## src/rtl/ddr4_interleave_cmdgen.sv

```systemverilog
// ddr4_interleave_cmdgen
//   Walks every bank of every bank group and drives one ACT phase, an optional
//   RD/WR phase and a single-bank PRE phase onto the DDR4 command/address pins.
//   Spacing inside a phase is TRRD_S when the bank group changes and TRRD_L
//   when it stays the same; TRCD, TC2P and TRP separate the phases.
//
// Ports
//   ck_t, reset_n      clock (rising edge), synchronous active-low reset
//   start              begin a sequence; only sampled while idle
//   mode               0: bank group cycles fastest, 1: bank cycles fastest
//   op                 00/11 none, 01 RD, 10 WR
//   rank, row, col     target rank, ACT row and CAS column (latched at start)
//   cs_n, act_n, A,
//   bg, ba             registered command/address pins
//   busy               high from the cycle after start until done
//   done               one-cycle pulse at the end of the sequence
module ddr4_interleave_cmdgen #(
    parameter int unsigned RANKS     = 1,
    parameter int unsigned BGWIDTH   = 2,
    parameter int unsigned BAWIDTH   = 2,
    parameter int unsigned ADDRWIDTH = 17,
    parameter int unsigned COLWIDTH  = 10,
    parameter int unsigned TRRD_S    = 4,
    parameter int unsigned TRRD_L    = 6,
    parameter int unsigned TRCD      = 16,
    parameter int unsigned TC2P      = 12,
    parameter int unsigned TRP       = 16,
    localparam int unsigned RankW    = (RANKS > 1) ? $clog2(RANKS) : 1
) (
    input  logic                 ck_t,
    input  logic                 reset_n,
    input  logic                 start,
    input  logic                 mode,
    input  logic [1:0]           op,
    input  logic [RankW-1:0]     rank,
    input  logic [ADDRWIDTH-1:0] row,
    input  logic [COLWIDTH-1:0]  col,
    output logic [RANKS-1:0]     cs_n,
    output logic                 act_n,
    output logic [ADDRWIDTH-1:0] A,
    output logic [BGWIDTH-1:0]   bg,
    output logic [BAWIDTH-1:0]   ba,
    output logic                 busy,
    output logic                 done
);

    localparam int unsigned IdxW = BGWIDTH + BAWIDTH;
    localparam int unsigned CntW = 16;

    localparam logic [IdxW-1:0] IdxLast = '1;

    // Counter reload values: a reload of N-1 places the next event N cycles later.
    localparam logic [CntW-1:0] GapS    = CntW'(TRRD_S - 1);
    localparam logic [CntW-1:0] GapL    = CntW'(TRRD_L - 1);
    localparam logic [CntW-1:0] RcdWait = CntW'(TRCD - 1);
    localparam logic [CntW-1:0] C2pWait = CntW'(TC2P - 1);
    localparam logic [CntW-1:0] RpWait  = CntW'(TRP - 1);

    typedef enum logic [2:0] {
        StIdle,
        StAct,
        StRcdWait,
        StCas,
        StC2pWait,
        StPre,
        StRpWait,
        StDone
    } state_e;

    typedef enum logic [1:0] {
        CmdAct,
        CmdCas,
        CmdPre
    } cmd_e;

    state_e                 state_q, state_d;
    logic [IdxW-1:0]        idx_q, idx_d;
    logic [CntW-1:0]        cnt_q, cnt_d;

    logic                   mode_q, mode_d;
    logic [1:0]             op_q, op_d;
    logic [RankW-1:0]       rank_q, rank_d;
    logic [ADDRWIDTH-1:0]   row_q, row_d;
    logic [COLWIDTH-1:0]    col_q, col_d;

    logic [RANKS-1:0]       cs_n_q, cs_n_d;
    logic                   act_n_q, act_n_d;
    logic [ADDRWIDTH-1:0]   a_q, a_d;
    logic [BGWIDTH-1:0]     bg_q, bg_d;
    logic [BAWIDTH-1:0]     ba_q, ba_d;
    logic                   busy_q, busy_d;
    logic                   done_q, done_d;

    // Bank index to (bg, ba) mapping for both walk orders.
    function automatic logic [BGWIDTH-1:0] idx_bg(input logic [IdxW-1:0] idx, input logic m);
        if (m) begin
            idx_bg = BGWIDTH'(idx >> BAWIDTH);
        end else begin
            idx_bg = BGWIDTH'(idx);
        end
    endfunction

    function automatic logic [BAWIDTH-1:0] idx_ba(input logic [IdxW-1:0] idx, input logic m);
        if (m) begin
            idx_ba = BAWIDTH'(idx);
        end else begin
            idx_ba = BAWIDTH'(idx >> BGWIDTH);
        end
    endfunction

    // The first ACT is issued on the accepting edge, before the latches hold
    // the request, so it uses the live inputs.
    logic                   eff_mode;
    logic [RankW-1:0]       eff_rank;
    logic [ADDRWIDTH-1:0]   eff_row;
    logic                   op_none;
    logic [IdxW-1:0]        idx_nxt;
    logic [BGWIDTH-1:0]     cur_bg;
    logic [BGWIDTH-1:0]     nxt_bg;
    logic [BAWIDTH-1:0]     cur_ba;

    always_comb begin
        eff_mode = (state_q == StIdle) ? mode : mode_q;
        eff_rank = (state_q == StIdle) ? rank : rank_q;
        eff_row  = (state_q == StIdle) ? row  : row_q;
        op_none  = (op_q == 2'b00) || (op_q == 2'b11);
        idx_nxt  = idx_q + IdxW'(1);
        cur_bg   = idx_bg(idx_q, eff_mode);
        nxt_bg   = idx_bg(idx_nxt, eff_mode);
        cur_ba   = idx_ba(idx_q, eff_mode);
    end

    logic fire;
    cmd_e fire_cmd;

    always_comb begin
        state_d  = state_q;
        idx_d    = idx_q;
        cnt_d    = cnt_q;
        mode_d   = mode_q;
        op_d     = op_q;
        rank_d   = rank_q;
        row_d    = row_q;
        col_d    = col_q;
        cs_n_d   = '1;
        act_n_d  = 1'b1;
        a_d      = a_q;
        bg_d     = bg_q;
        ba_d     = ba_q;
        busy_d   = busy_q;
        done_d   = 1'b0;
        fire     = 1'b0;
        fire_cmd = CmdAct;

        case (state_q)
            StIdle: begin
                if (start) begin
                    fire     = 1'b1;
                    fire_cmd = CmdAct;
                    busy_d   = 1'b1;
                    mode_d   = mode;
                    op_d     = op;
                    rank_d   = rank;
                    row_d    = row;
                    col_d    = col;
                end
            end
            StAct: begin
                if (cnt_q == '0) begin
                    fire     = 1'b1;
                    fire_cmd = CmdAct;
                end else begin
                    cnt_d = cnt_q - CntW'(1);
                end
            end
            StRcdWait: begin
                if (cnt_q == '0) begin
                    fire     = 1'b1;
                    fire_cmd = op_none ? CmdPre : CmdCas;
                end else begin
                    cnt_d = cnt_q - CntW'(1);
                end
            end
            StCas: begin
                if (cnt_q == '0) begin
                    fire     = 1'b1;
                    fire_cmd = CmdCas;
                end else begin
                    cnt_d = cnt_q - CntW'(1);
                end
            end
            StC2pWait, StPre: begin
                if (cnt_q == '0) begin
                    fire     = 1'b1;
                    fire_cmd = CmdPre;
                end else begin
                    cnt_d = cnt_q - CntW'(1);
                end
            end
            StRpWait: begin
                if (cnt_q == '0) begin
                    done_d  = 1'b1;
                    busy_d  = 1'b0;
                    state_d = StDone;
                end else begin
                    cnt_d = cnt_q - CntW'(1);
                end
            end
            StDone: begin
                // start is deliberately not looked at here.
                state_d = StIdle;
            end
            default: begin
                state_d = StIdle;
            end
        endcase

        if (fire) begin
            cs_n_d = ~(RANKS'(1) << eff_rank);
            bg_d   = cur_bg;
            ba_d   = cur_ba;
            if (idx_q == IdxLast) begin
                idx_d = '0;
            end else begin
                idx_d = idx_nxt;
                cnt_d = (nxt_bg == cur_bg) ? GapL : GapS;
            end
            case (fire_cmd)
                CmdAct: begin
                    act_n_d = 1'b0;
                    a_d     = eff_row;
                    if (idx_q == IdxLast) begin
                        state_d = StRcdWait;
                        cnt_d   = RcdWait;
                    end else begin
                        state_d = StAct;
                    end
                end
                CmdCas: begin
                    a_d                 = '0;
                    a_d[COLWIDTH-1:0]   = col_q;
                    a_d[16:14]          = (op_q == 2'b01) ? 3'b101 : 3'b100;
                    a_d[10]             = 1'b0; // no auto-precharge
                    if (idx_q == IdxLast) begin
                        state_d = StC2pWait;
                        cnt_d   = C2pWait;
                    end else begin
                        state_d = StCas;
                    end
                end
                default: begin
                    a_d        = '0;
                    a_d[16:14] = 3'b010; // A10=0 selects single-bank precharge
                    if (idx_q == IdxLast) begin
                        state_d = StRpWait;
                        cnt_d   = RpWait;
                    end else begin
                        state_d = StPre;
                    end
                end
            endcase
        end
    end

    always_ff @(posedge ck_t) begin
        if (!reset_n) begin
            state_q <= StIdle;
            idx_q   <= '0;
            cnt_q   <= '0;
            mode_q  <= 1'b0;
            op_q    <= 2'b00;
            rank_q  <= '0;
            row_q   <= '0;
            col_q   <= '0;
            cs_n_q  <= '1;
            act_n_q <= 1'b1;
            a_q     <= '0;
            bg_q    <= '0;
            ba_q    <= '0;
            busy_q  <= 1'b0;
            done_q  <= 1'b0;
        end else begin
            state_q <= state_d;
            idx_q   <= idx_d;
            cnt_q   <= cnt_d;
            mode_q  <= mode_d;
            op_q    <= op_d;
            rank_q  <= rank_d;
            row_q   <= row_d;
            col_q   <= col_d;
            cs_n_q  <= cs_n_d;
            act_n_q <= act_n_d;
            a_q     <= a_d;
            bg_q    <= bg_d;
            ba_q    <= ba_d;
            busy_q  <= busy_d;
            done_q  <= done_d;
        end
    end

    assign cs_n  = cs_n_q;
    assign act_n = act_n_q;
    assign A     = a_q;
    assign bg    = bg_q;
    assign ba    = ba_q;
    assign busy  = busy_q;
    assign done  = done_q;

endmodule
```

## config.mk

```make
export PLATFORM = sky130hd
export DESIGN_NAME = ddr4_interleave_cmdgen
export DESIGN_NICKNAME = d
export VERILOG_FILES = /design/src/rtl/ddr4_interleave_cmdgen.sv
export SDC_FILE = /design/constraint.sdc
export NUM_CORES = 1
export LEC_CHECK = 0
export CORE_MARGIN = 5
export CORE_UTILIZATION = 30
export DETAILED_ROUTE_END_ITERATION = 10
export GPL_ROUTABILITY_DRIVEN = 0
export PLACE_DENSITY = 0.59
export SLEW_MARGIN = 20
export SYNTH_ARGS = -nofsm -noshare
export SYNTH_HDL_FRONTEND = slang
export SYNTH_SLANG_ARGS = --single-unit
```

## constraint.sdc

```tcl
create_clock -name ck_t -period 2.5 [get_ports ck_t]
set_input_delay 0.5 -clock ck_t [delete_from_list [all_inputs] [get_ports ck_t]]
set_output_delay 0.5 -clock ck_t [all_outputs]
set_load 0.02 [all_outputs]
```

**After elaboration in Yosys (flattened, before gate mapping)**

Index checks and enable logic that the tools add are counted.

- Bits in registers: 79
- Output and inout port bits: 25
- Logic and storage cells: 87

- Add/subtract/negate cells: 2
- Eq/ne operators: 16
- Shifts and indexed selects: 1
- Mux-type cells: 35
- Bitwise gates (word level): 1
- Reductions and logical operators: 17

Operator list:

| operator | count |
|---|---|
| 16-bit two-way mux | 4 |
| 17-bit case mux with 2 select lines | 1 |
| 17-bit two-way mux | 1 |
| 16-bit logical NOT | 1 |
| 2-bit two-way mux | 8 |
| 16-bit by 1-bit subtractor with 16-bit output (second input constant) | 1 |
| 3-bit == test (second input constant) | 4 |
| 3-bit two-way mux | 4 |
| 4-bit two-way mux | 3 |
| 3-bit case mux with 2 select lines | 2 |
| 2-bit AND reduction | 5 |
| 1-bit two-way mux | 9 |
| 3-bit by 2-bit == test with 1-bit output (second input constant) | 2 |
| 2-bit != test (second input constant) | 3 |
| 2-bit case mux with 3 select lines | 1 |
| 6-bit OR reduction | 1 |
| 5-bit OR reduction | 1 |
| 4-bit by 1-bit adder with 4-bit output (second input constant) | 1 |
| 2-bit by 1-bit == test with 1-bit output (second input constant) | 2 |
| 4-bit == test (second input constant) | 1 |
| 2-bit logical NOT | 2 |
| 1-bit case mux with 2 select lines | 2 |
| 2-bit nonzero test | 2 |
| 3-bit by 1-bit == test with 1-bit output (second input constant) | 1 |
| other kinds (10) | 10 |

**Depth between registers and ports, before layout**

Gate-level depths: netlist of run 1.

- Depth after elaboration: 8
- Mapped depth: 10

**Least setup slack after synthesis of run 1**

Ideal clock, no wire load.

- Path kind: register to register
- From: register cnt_q[0]
- To: register a_q[7], in the netlist A[7]
- Setup time: 120 ps
- Data arrival time: 2095 ps
- Setup slack: 285 ps
- Cell stages (with the launch flop): 8
- Period minus slack after synthesis: 2215 ps
- Cells stage by stage: dfxtp_1 inv_1 ha_1 or4b_1 or4b_4 nand3b_1 a22oi_1 o21ai_1

- Longest elaborated chain between the ends: 5
- Elaborated cells between the ends (all ways): 10
- Those cells by class: eq/ne: 1; mux: 7; reduce/logical: 2

RTL lines:

| item | RTL line | RTL |
|---|---|---|
| start, declared | 78 | `logic [CntW-1:0] cnt_q, cnt_d;` |
| start signal, assigned | 285 | `cnt_q <= cnt_d;` |
| 16-bit logical NOT * | -- |  |
| 1-bit two-way mux (tied with other cells) | -- |  |
| 2-bit case mux with 3 select lines | 155 | `case (state_q)` |
| 2-bit by 1-bit == test with 1-bit output or 2-bit logical NOT (tied branches) | 228 | `case (fire_cmd)` |
| 17-bit case mux with 2 select lines | 228 |  |
| end signal, assigned | 277 | `a_q <= '0;` |
| end signal, assigned | 293 | `a_q <= a_d;` |
| end, declared | 88 | `logic [ADDRWIDTH-1:0] a_q, a_d;` |

Mark *: on every way between the ends. The rest lies on a longest branch, timed or not.
A chain may end at the register's enable or synchronous reset.

**Final worst setup path of run 1**

- From: register cnt_q[0]
- To: register a_q[6], in the netlist A[6]

Same word-level chain as after synthesis.

==> results of run 1 <==
## cells by family after synthesis
family          share of synthesized area [%]
compound gates                           18.1
fa+ha+maj                                1.07
mux                                      3.13
simple gates                             25.0
flops                                    45.0
buf+inv                                  4.73
xor+xnor                                 2.99
## synth_stat cells, types with 3 or more instances
cell       number
nand2_1       108
dfxtp_1        79
a21oi_1        51
clkbuf_1       20
nor2_1         20
nand3_1        13
mux2i_1        11
xnor2_1        10
o21ai_0         7
a221o_1         6
inv_1           6
nor3_1          6
a211oi_1        5
a22oi_1         5
o21ai_1         5
o2bb2ai_1       5
or3_1           5
and3_1          4
buf_2           4
nand2b_1        4
nor4_1          4
a2111oi_0       3
a311oi_1        3
a31oi_1         3
buf_4           3
ha_1            3
## what timing repair did
item	in CTS	in global routing
setup endpoints to repair	0	10
hold buffers	0	0
gates resized for setup	0	3
hold endpoints to repair	0	0
## sequential cells by signal (all words and copies together) (netlist names), 2 cells and up
name     cells
bg           2
ba           2
col_q       10
op_q         2
idx_q        4
row_q       17
state_q      3
A           17
cnt_q       16
## power by group
| part | total, mW | switching (mW) | leakage, nW | internal (mW) |
|---|---|---|---|---|
| Clock | 1.32 | 0.519 | 0.146 | 0.801 |
| Combinational | 3.19 | 1.84 | 0.918 | 1.35 |
| Sequential | 1.97 | 0.321 | 0.646 | 1.64 |
## routing by layer
layer  vias up  routed length (µm)
met1      1495                4420
met2        82                4560
met3        19                 490
li1       1616                   -
met5         -                   0
met4         0                 183
## how the worst max path moves through the flow
stage | startpoint | endpoint | slack, ns | depth (start not counted)
global placement | cnt_q[0] | A[7] | 0.19 | 7
detailed placement | cnt_q[0] | A[7] | 0.12 | 7
CTS | cnt_q[0] | A[7] | 0.09 | 7
floorplan | cnt_q[0] | A[7] | 0.28 | 7
finish | cnt_q[0] | A[6] | 0.13 | 7
global route | cnt_q[1] | A[6] | 0.004 | 7
## layout make-up
cell class                      instances  area [µm²]  share of cell area [%]
Clock inverter                          5        56.3                    1.23
Timing Repair Buffer                   76         716                    15.6
Tap cell                              143         179                    3.91
Multi-Input combinational cell        313        1780                    38.9
Sequential cell                        79        1580                    34.5
Clock buffer                           11         243                    5.30
Inverter                                6        22.5                   0.492
## worst max-delay path, stage by stage, from the launching register on
cell	delay [ns]
dfxtp_1	0.33
inv_1	0.06
ha_2	0.21
or4b_4	0.48
or4b_4	0.55
nand3b_1	0.30
a22oi_1	0.22
o21ai_1	0.09
## cells in the final DEF, fill, tap and decap left out, types with 5 or more instances in the layout
cell type / n
nor2_1: 20
o21ai_0: 7
clkdlybuf4s50_1: 58
or3_1: 5
inv_1: 6
a221o_1: 6
xnor2_1: 10
mux2i_1: 11
dfxtp_1: 79
nor3_1: 5
nand2_1: 108
a211oi_1: 5
buf_4: 18
a21oi_1: 51
o21ai_1: 5
clkbuf_16: 9
o2bb2ai_1: 5
nand3_1: 13
==> results.ini, run 1 <==
[floorplan]
core-area_um2=11500
die_y_um=118
die_x_um=118
start_util_pct=30.6
rows=39
ios=59
die_area_um2=14000

[synth]
ys_ff_latch=79
synth_edf_count=0
yosysWarnings=0
async_reset_ff_share_pct=0
synth.distinct_cells=53
ys_seq_area_share_pct=45.0
synthesis.nets=465
synthCells=428
synth_top_area_share_pct=45.0
synthFlopType=dfxtp_1
syn_area_um2=3510
avgSynthCellArea_um2=8.21
synth_area_leaders=dfxtp_1 (45%), nand2_1 (12%), a21oi_1 (7.3%)
synth.largest_area_cell=dfxtp_1

[power_and_ir_drop]
p_per_area_nw_per_um2=1410
power.leakage_nw=1.71
total_power_mw=6.47
vdd_ir_drop_max_v=0.000492

[sta]
finalCritPeriodShare_pct=94.6
slew_headroom_pct=47.9
tightest_slew_ns=0.760
finClkSkew_ns=0.00779
drv_slew=0
holdWs_ns=0.456
max_freq_mhz=423
setup_ws_ns=0.134
period_needed_ns=2.37
hold_viol=0
fin_setup_tns_ns=0
rsz0062_at_grt=no
setup-violations-final=0

[grt]
use_met3_pct=3.20
top_usage_layer=met2
grt_pass1_vias=3153
grt.overflow.total=0
grt_pass1_wl_um=16100
antenna_found_initial=0
grt_max_degree=32
gr-usage-all-layers_pct=14.0
grtUsageMet2_pct=22.0
grt_use_met1_pct=18.6

[finish]
nets=522
areaGrowthSynthToFinish_pct=30.3
layout-drive-gt1-share_pct=9.18
final_area_um2=4580
postLayoutCoreUtil_pct=39.9
fill_cells=1143
antenna_cells=0
fin_cells=633

[clocking]
clk_pin_slew_ns=0.06
cts-root-buf=clkbuf_16
clk-insertion-delay-late_ns=0.34
cts_setup_buffers=0
cts_buffers=9
clockBufferDepth=2
htreeDepth=3
cts_sinks=79
cts_tree=yes

[hold_path]
min_path_cells=2
hold_end=col_q[2]
hp-class=reg -> reg
hold_start=col_q[2]

[critical_path]
critPathMaxFanout=5
worstPathArrival_ns=2.59
r2r-start=cnt_q[0]
required_ns=2.72
start_kind=flop
crit_path_end_kind=flop
path_class=reg -> reg
rrSetupSlack_ns=0.13
worstReg2RegEnd=A[6]
r2r_cells=7

[status]
outcome=complete, no violations

[route]
drtPass1Iterations=4
drcViolationCount=0
ant_nets=0
avgViaCountPerCell=5.07
drt_iter0_markers=240
wl_per_cell_um=15.3
vias=3212
totalWireLength_um=9660

[place]
place_inst=617
place_hpwl_um=6830
place_area_um2=4270
dp_slack_ns=0.118
portBuffers=58

[flow_run]
drv_cap=0

No activity file was read; power rests on OpenSTA's default activity.
==> run 2: changes to the inputs <==
--- a/config.mk
+++ b/config.mk
@@ -5,11 +5,13 @@
 export SDC_FILE = /design/constraint.sdc
 export NUM_CORES = 1
 export LEC_CHECK = 0
-export CORE_MARGIN = 5
+export CELL_PAD_IN_SITES_DETAIL_PLACEMENT = 0
+export CELL_PAD_IN_SITES_GLOBAL_PLACEMENT = 1
+export CORE_MARGIN = 1.5
 export CORE_UTILIZATION = 30
 export DETAILED_ROUTE_END_ITERATION = 10
 export GPL_ROUTABILITY_DRIVEN = 0
-export PLACE_DENSITY = 0.59
+export PLACE_DENSITY = 0.72
 export SLEW_MARGIN = 20
 export SYNTH_ARGS = -nofsm -noshare
 export SYNTH_HDL_FRONTEND = slang
==> run 2 against run 1 <==
  * Sequential share of layout area grew 0.085 points
  * Register-to-register slack hardly changed
  * Die area decreased by 11%
  * Flip-flop and latch count is the same
  * Final area fell by 0.25%
  * Combinational power barely moved
  * Routed wire length down 3.5%
  * Critical path type unchanged
==> results.ini, run 2 (synthesis gave the netlist of run 1 again) <==
[grt]
grt.overflow.total=0  ; unchanged
gr-usage-all-layers_pct=15.6  ; +1.6 points
grt_pass1_vias=3038  ; -3.6%
antenna_found_initial=0  ; unchanged
grt_pass1_wl_um=15500  ; -3.3%
grt_max_degree=33  ; +3.1%

[floorplan]
die_x_um=111  ; -5.9%
rows=39  ; unchanged
core-area_um2=11400  ; -0.42%
start_util_pct=30.8  ; +0.13 points
ios=59  ; unchanged
die_area_um2=12400  ; -11%
die_y_um=111  ; -5.9%

[critical_path]
critPathMaxFanout=5  ; unchanged
required_ns=2.71  ; about the same
start_kind=flop
crit_path_end_kind=flop
worstPathArrival_ns=2.57  ; -0.02 ns
path_class=reg -> reg

[route]
totalWireLength_um=9320  ; -3.5%
drt_iter0_markers=201  ; -16%
wl_per_cell_um=14.7  ; -3.6%
avgViaCountPerCell=5.00  ; -1.5%
drcViolationCount=0  ; unchanged
ant_nets=0  ; unchanged
vias=3168  ; -1.4%
drtPass1Iterations=5  ; +1

[power_and_ir_drop]
p_per_area_nw_per_um2=1400  ; -0.80%
vdd_ir_drop_max_v=0.000723  ; +47%
total_power_mw=6.40  ; -1.0%
power.leakage_nw=1.72  ; +0.30%

[hold_path]
hp-class=reg -> reg

[flow_run]
drv_cap=0  ; unchanged

[finish]
fill_cells=1188  ; +3.9%
areaGrowthSynthToFinish_pct=30.0
final_area_um2=4570  ; -0.25%
antenna_cells=0  ; unchanged
final_cell_mix=nand2_1 (108), dfxtp_1 (79), clkdlybuf4s50_1 (58)
layout-drive-gt1-share_pct=8.55  ; -0.63 points
postLayoutCoreUtil_pct=40.0  ; +0.072 points
final_common_cell=nand2_1
nets=523  ; +0.19%
fin_cells=634  ; +0.16%

[clocking]
ctsHoldBuffers=0  ; unchanged
cts_sinks=79  ; unchanged
cts-root-buf=clkbuf_16
cts_setup_buffers=0  ; unchanged
cts_tree=yes
cts_buffers=9  ; unchanged
clockBufferDepth=2  ; unchanged
clk_pin_slew_ns=0.06  ; about the same
clk-insertion-delay-late_ns=0.34  ; about the same
cts_resized=0  ; unchanged
htreeDepth=3  ; unchanged

[sta]
finClkSkew_ns=0.00663  ; -0.00116 ns
hold_viol=0  ; unchanged
tightest_slew_ns=0.726  ; -0.0341 ns
slew_headroom_pct=50.2  ; +2.3 points
period_needed_ns=2.35  ; -0.0114 ns
finalCritPeriodShare_pct=94.2  ; -0.46 points
drv_slew=0  ; unchanged
rsz0062_at_grt=no
max_freq_mhz=425  ; +0.48%
fin_setup_tns_ns=0  ; unchanged
setup-violations-final=0  ; unchanged

[place]
place_area_um2=4280  ; +0.18%
portBuffers=58  ; unchanged
place_inst=618  ; +0.16%
place_hpwl_um=6470  ; -5.3%

[status]
outcome=complete, no violations

run 2: power by group:
part           switching, mW  internal [mW]
logic                   1.83           1.34
registers              0.305           1.64
clock network          0.494          0.796
run 2: critical path, stage by stage, from the launching register on:
cell and delay, ns:
dfxtp_1 0.33, inv_1 0.06, ha_1 0.15, or4b_1 0.48, or4b_4 0.59, nand3b_1 0.29
a22oi_1 0.23, o21ai_1 0.10
run 2: worst paths after layout:
| path | from | endpoint | slack, ns | cells past startpoint |
|---|---|---|---|---|
| hold / removal | row_q[2] | row_q[2] | 0.45 | 2 |
| hold reg to reg | row_q[2] | row_q[2] | 0.45 | 2 |
| setup reg to reg | cnt_q[0] | A[7] | 0.15 | 7 |
| setup / recovery | cnt_q[0] | A[7] | 0.15 | 7 |
run 2: per-stage QoR:
step	hold slack, ns	setup slack (ns)
global placement	0.442	0.244
detailed placement	0.446	0.193
global route	0.469	0.0637
floorplan	0.436	0.285
finish	0.454	0.146
CTS	0.454	0.164
run 2: cell type report:
cell class | instances | area [µm²] | area share, %
clock buffer | 12 | 246 | 5.39
clock inverter | 4 | 45.0 | 0.986
inverter | 6 | 22.5 | 0.493
multi-input combinational | 313 | 1770 | 38.8
sequential | 79 | 1580 | 34.6
tap | 143 | 179 | 3.92
timing repair buffer | 77 | 723 | 15.8
run 2: routing by layer:
metal / vias to the layer above / global-route usage (%) / share of wire [%]
li1: 1617 / - / -
met1: 1467 / 20.7 / 48
met2: 69 / 24.9 / 46
met3: 15 / 3.61 / 4.4
met4: 0 / 5.65 / 1.9
met5: - / 0 / 0
==> run 3: changes to the inputs <==
--- a/config.mk
+++ b/config.mk
@@ -7,7 +7,7 @@
 export LEC_CHECK = 0
 export CELL_PAD_IN_SITES_DETAIL_PLACEMENT = 0
 export CELL_PAD_IN_SITES_GLOBAL_PLACEMENT = 1
-export CORE_MARGIN = 1.5
+export CORE_MARGIN = 2
 export CORE_UTILIZATION = 30
 export DETAILED_ROUTE_END_ITERATION = 10
 export GPL_ROUTABILITY_DRIVEN = 0
==> run 3 against run 2 <==
  * Via count hardly changed
  * Final area is 0.49% higher
  * Register-to-register slack barely moved
  * Count of clock-buffer cells in the layout decreased by 1
  * Maximum frequency decreased by 0.33%
  * Critical endpoint is now A[6]
  * Combinational power up 2%
  * Power up 1.2%
  * Critical path type unchanged
  * Final cell count decreased by 0.16%
==> results.ini, run 3 (synthesis gave the netlist of run 1 again) <==
[status]
outcome=complete, no violations

[grt]
antenna_found_initial=0  ; unchanged
gr-usage-all-layers_pct=15.0  ; -0.62 points
grt_max_degree=32  ; -3.0%
grt_pass1_wl_um=15300  ; -1.6%
grt_pass1_vias=3032  ; -0.20%
grt.overflow.total=0  ; unchanged

[clocking]
cts_buffers=9  ; unchanged
cts_setup_buffers=0  ; unchanged
cts-root-buf=clkbuf_16
cts_tree=yes
clockBufferDepth=2  ; unchanged
cts_sinks=79  ; unchanged
clk_pin_slew_ns=0.06  ; about the same
htreeDepth=3  ; unchanged
clk-insertion-delay-late_ns=0.33  ; about the same

[critical_path]
worstPathArrival_ns=2.58  ; about the same
cp_cell_sequence=inv_1 -> ha_2 -> or4b_4 -> or4b_4 -> nand3b_1 -> a22oi_1 -> o21ai_1
critPathBufInv=1  ; unchanged
slowest_stage=or4b_4
crit_path_end_kind=flop
path_class=reg -> reg
cp_top_family=simple AND/OR/NAND/NOR gates
required_ns=2.71  ; about the same
start_kind=flop
crit_top_cell=or4b_4
critPathMaxFanout=5  ; unchanged
max_stage_delay_ns=0.59  ; about the same

[finish]
areaGrowthSynthToFinish_pct=30.7
final_cell_mix=nand2_1 (108), dfxtp_1 (79), clkdlybuf4s50_1 (58)
final_common_cell=nand2_1
fin_cells=633  ; -0.16%
multi_input_area_um2=1780  ; +0.49%
postLayoutCoreUtil_pct=40.2  ; +0.20 points
layout-drive-gt1-share_pct=9.18  ; +0.63 points
antenna_cells=0  ; unchanged
nets=522  ; -0.19%
fill_cells=1180  ; -0.67%
area.sequential_um2=1580  ; unchanged

[route]
avgViaCountPerCell=5.01  ; +0.22%
wl_per_cell_um=14.7  ; -0.34%
drtPass1Iterations=5  ; unchanged
drt_iter0_markers=190  ; -5.5%
top_layer=met4
totalWireLength_um=9270  ; -0.49%
vias=3170  ; +0.063%
wl_met2_um=4420  ; +3.9%
dr_wl_met3_um=334  ; -19%
drcViolationCount=0  ; unchanged
m1WireLength_um=4380  ; -1.9%
ant_nets=0  ; unchanged

[sta]
max_freq_mhz=423  ; -0.33%
finalCritPeriodShare_pct=94.5  ; +0.31 points
hold_viol=0  ; unchanged
finClkSkew_ns=0.00645  ; -0.000178 ns
tightest_slew_ns=0.710  ; -0.0156 ns
slew_headroom_pct=51.3  ; +1.1 points
setup-violations-final=0  ; unchanged
setup_ws_ns=0.138  ; -0.00773 ns
period_needed_ns=2.36  ; +0.00773 ns
drv_slew=0  ; unchanged
rsz0062_at_grt=yes

[flow_run]
drv_cap=0  ; unchanged

[power_and_ir_drop]
total_power_mw=6.48  ; +1.2%
vdd_ir_drop_max_v=0.000696  ; -3.8%
pwr-share-clk_pct=20.2  ; about the same
power.leakage_nw=1.71  ; -0.46%
swShare_pct=40.9  ; -0.076 points
p_seq_share_pct=30.2  ; -0.2 points
p_int_mw=3.83  ; +1.3%
combinationalPowerShare_pct=49.5  ; about the same
p_switching_mw=2.65  ; +1.0%
p_per_area_nw_per_um2=1410  ; +0.69%

[floorplan]
die_y_um=112  ; +0.90%
die_area_um2=12600  ; +1.8%
start_util_pct=30.8  ; unchanged
core-area_um2=11400  ; unchanged
die_x_um=112  ; +0.90%
ios=59  ; unchanged
rows=39  ; unchanged

[place]
dp_slack_ns=0.115  ; -0.0784 ns
place_inst=617  ; -0.16%
portBuffers=58  ; unchanged
place_hpwl_um=6470  ; about the same

[hold_path]
hp-class=reg -> reg

[run 3: what timing repair did]
| item | 4_1_cts | 5_1_grt |
|---|---|---|
| setup endpoints to repair | 0 | 15 |
| gates resized for setup | 0 | 3 |
| hold buffers | 0 | 0 |
[run 3: routing by layer]
layer	track usage, %	up-vias
li1	-	1612
met1	19.7	1480
met2	24.7	69
met3	2.86	9
met4	5.37	0
met5	0	-
[run 3: final timing paths]
check	from	to	slack [ns]	depth (start not counted)
worst max-delay path	cnt_q[0]	A[6]	0.14	7
worst min-delay path	row_q[4]	row_q[4]	0.45	2
worst max register to register	cnt_q[0]	A[6]	0.14	7
worst min register to register	row_q[4]	row_q[4]	0.45	2
[run 3: layout make-up]
type	count	area share [%]
multi-input combinational	313	38.8
sequential	79	34.4
timing repair buffer	76	15.9
clock buffer	11	5.29
tap	143	3.90
clock inverter	5	1.25
inverter	6	0.490
[run 3: worst min-delay path, delay by kind of cell (launching register included)]
| kind | cells | cell delay, ns |
|---|---|---|
| simple gates | 1 | 0.05 |
| compound gates | 1 | 0.05 |
| flops | 1 | 0.31 |
[run 3: metrics by stage]
stage	cell area [µm²]	hold WS (ns)	setup TNS, ns
global route	4590	0.470	-0.00415
detailed placement	4280	0.449	0
global placement	4280	0.441	0
CTS	4580	0.458	0
floorplan	3510	0.436	0
finish	4590	0.455	0
[run 3: power by group through the flow]
stage	Combinational [mW]	Sequential, mW	Clock (mW)
after floorplan	2.03	2.06	0
after global placement	3.16	1.97	0
after detailed placement	3.19	1.97	0
after CTS	3.21	1.95	1.35
after global routing	3.52	2.01	1.39
final	3.21	1.96	1.31
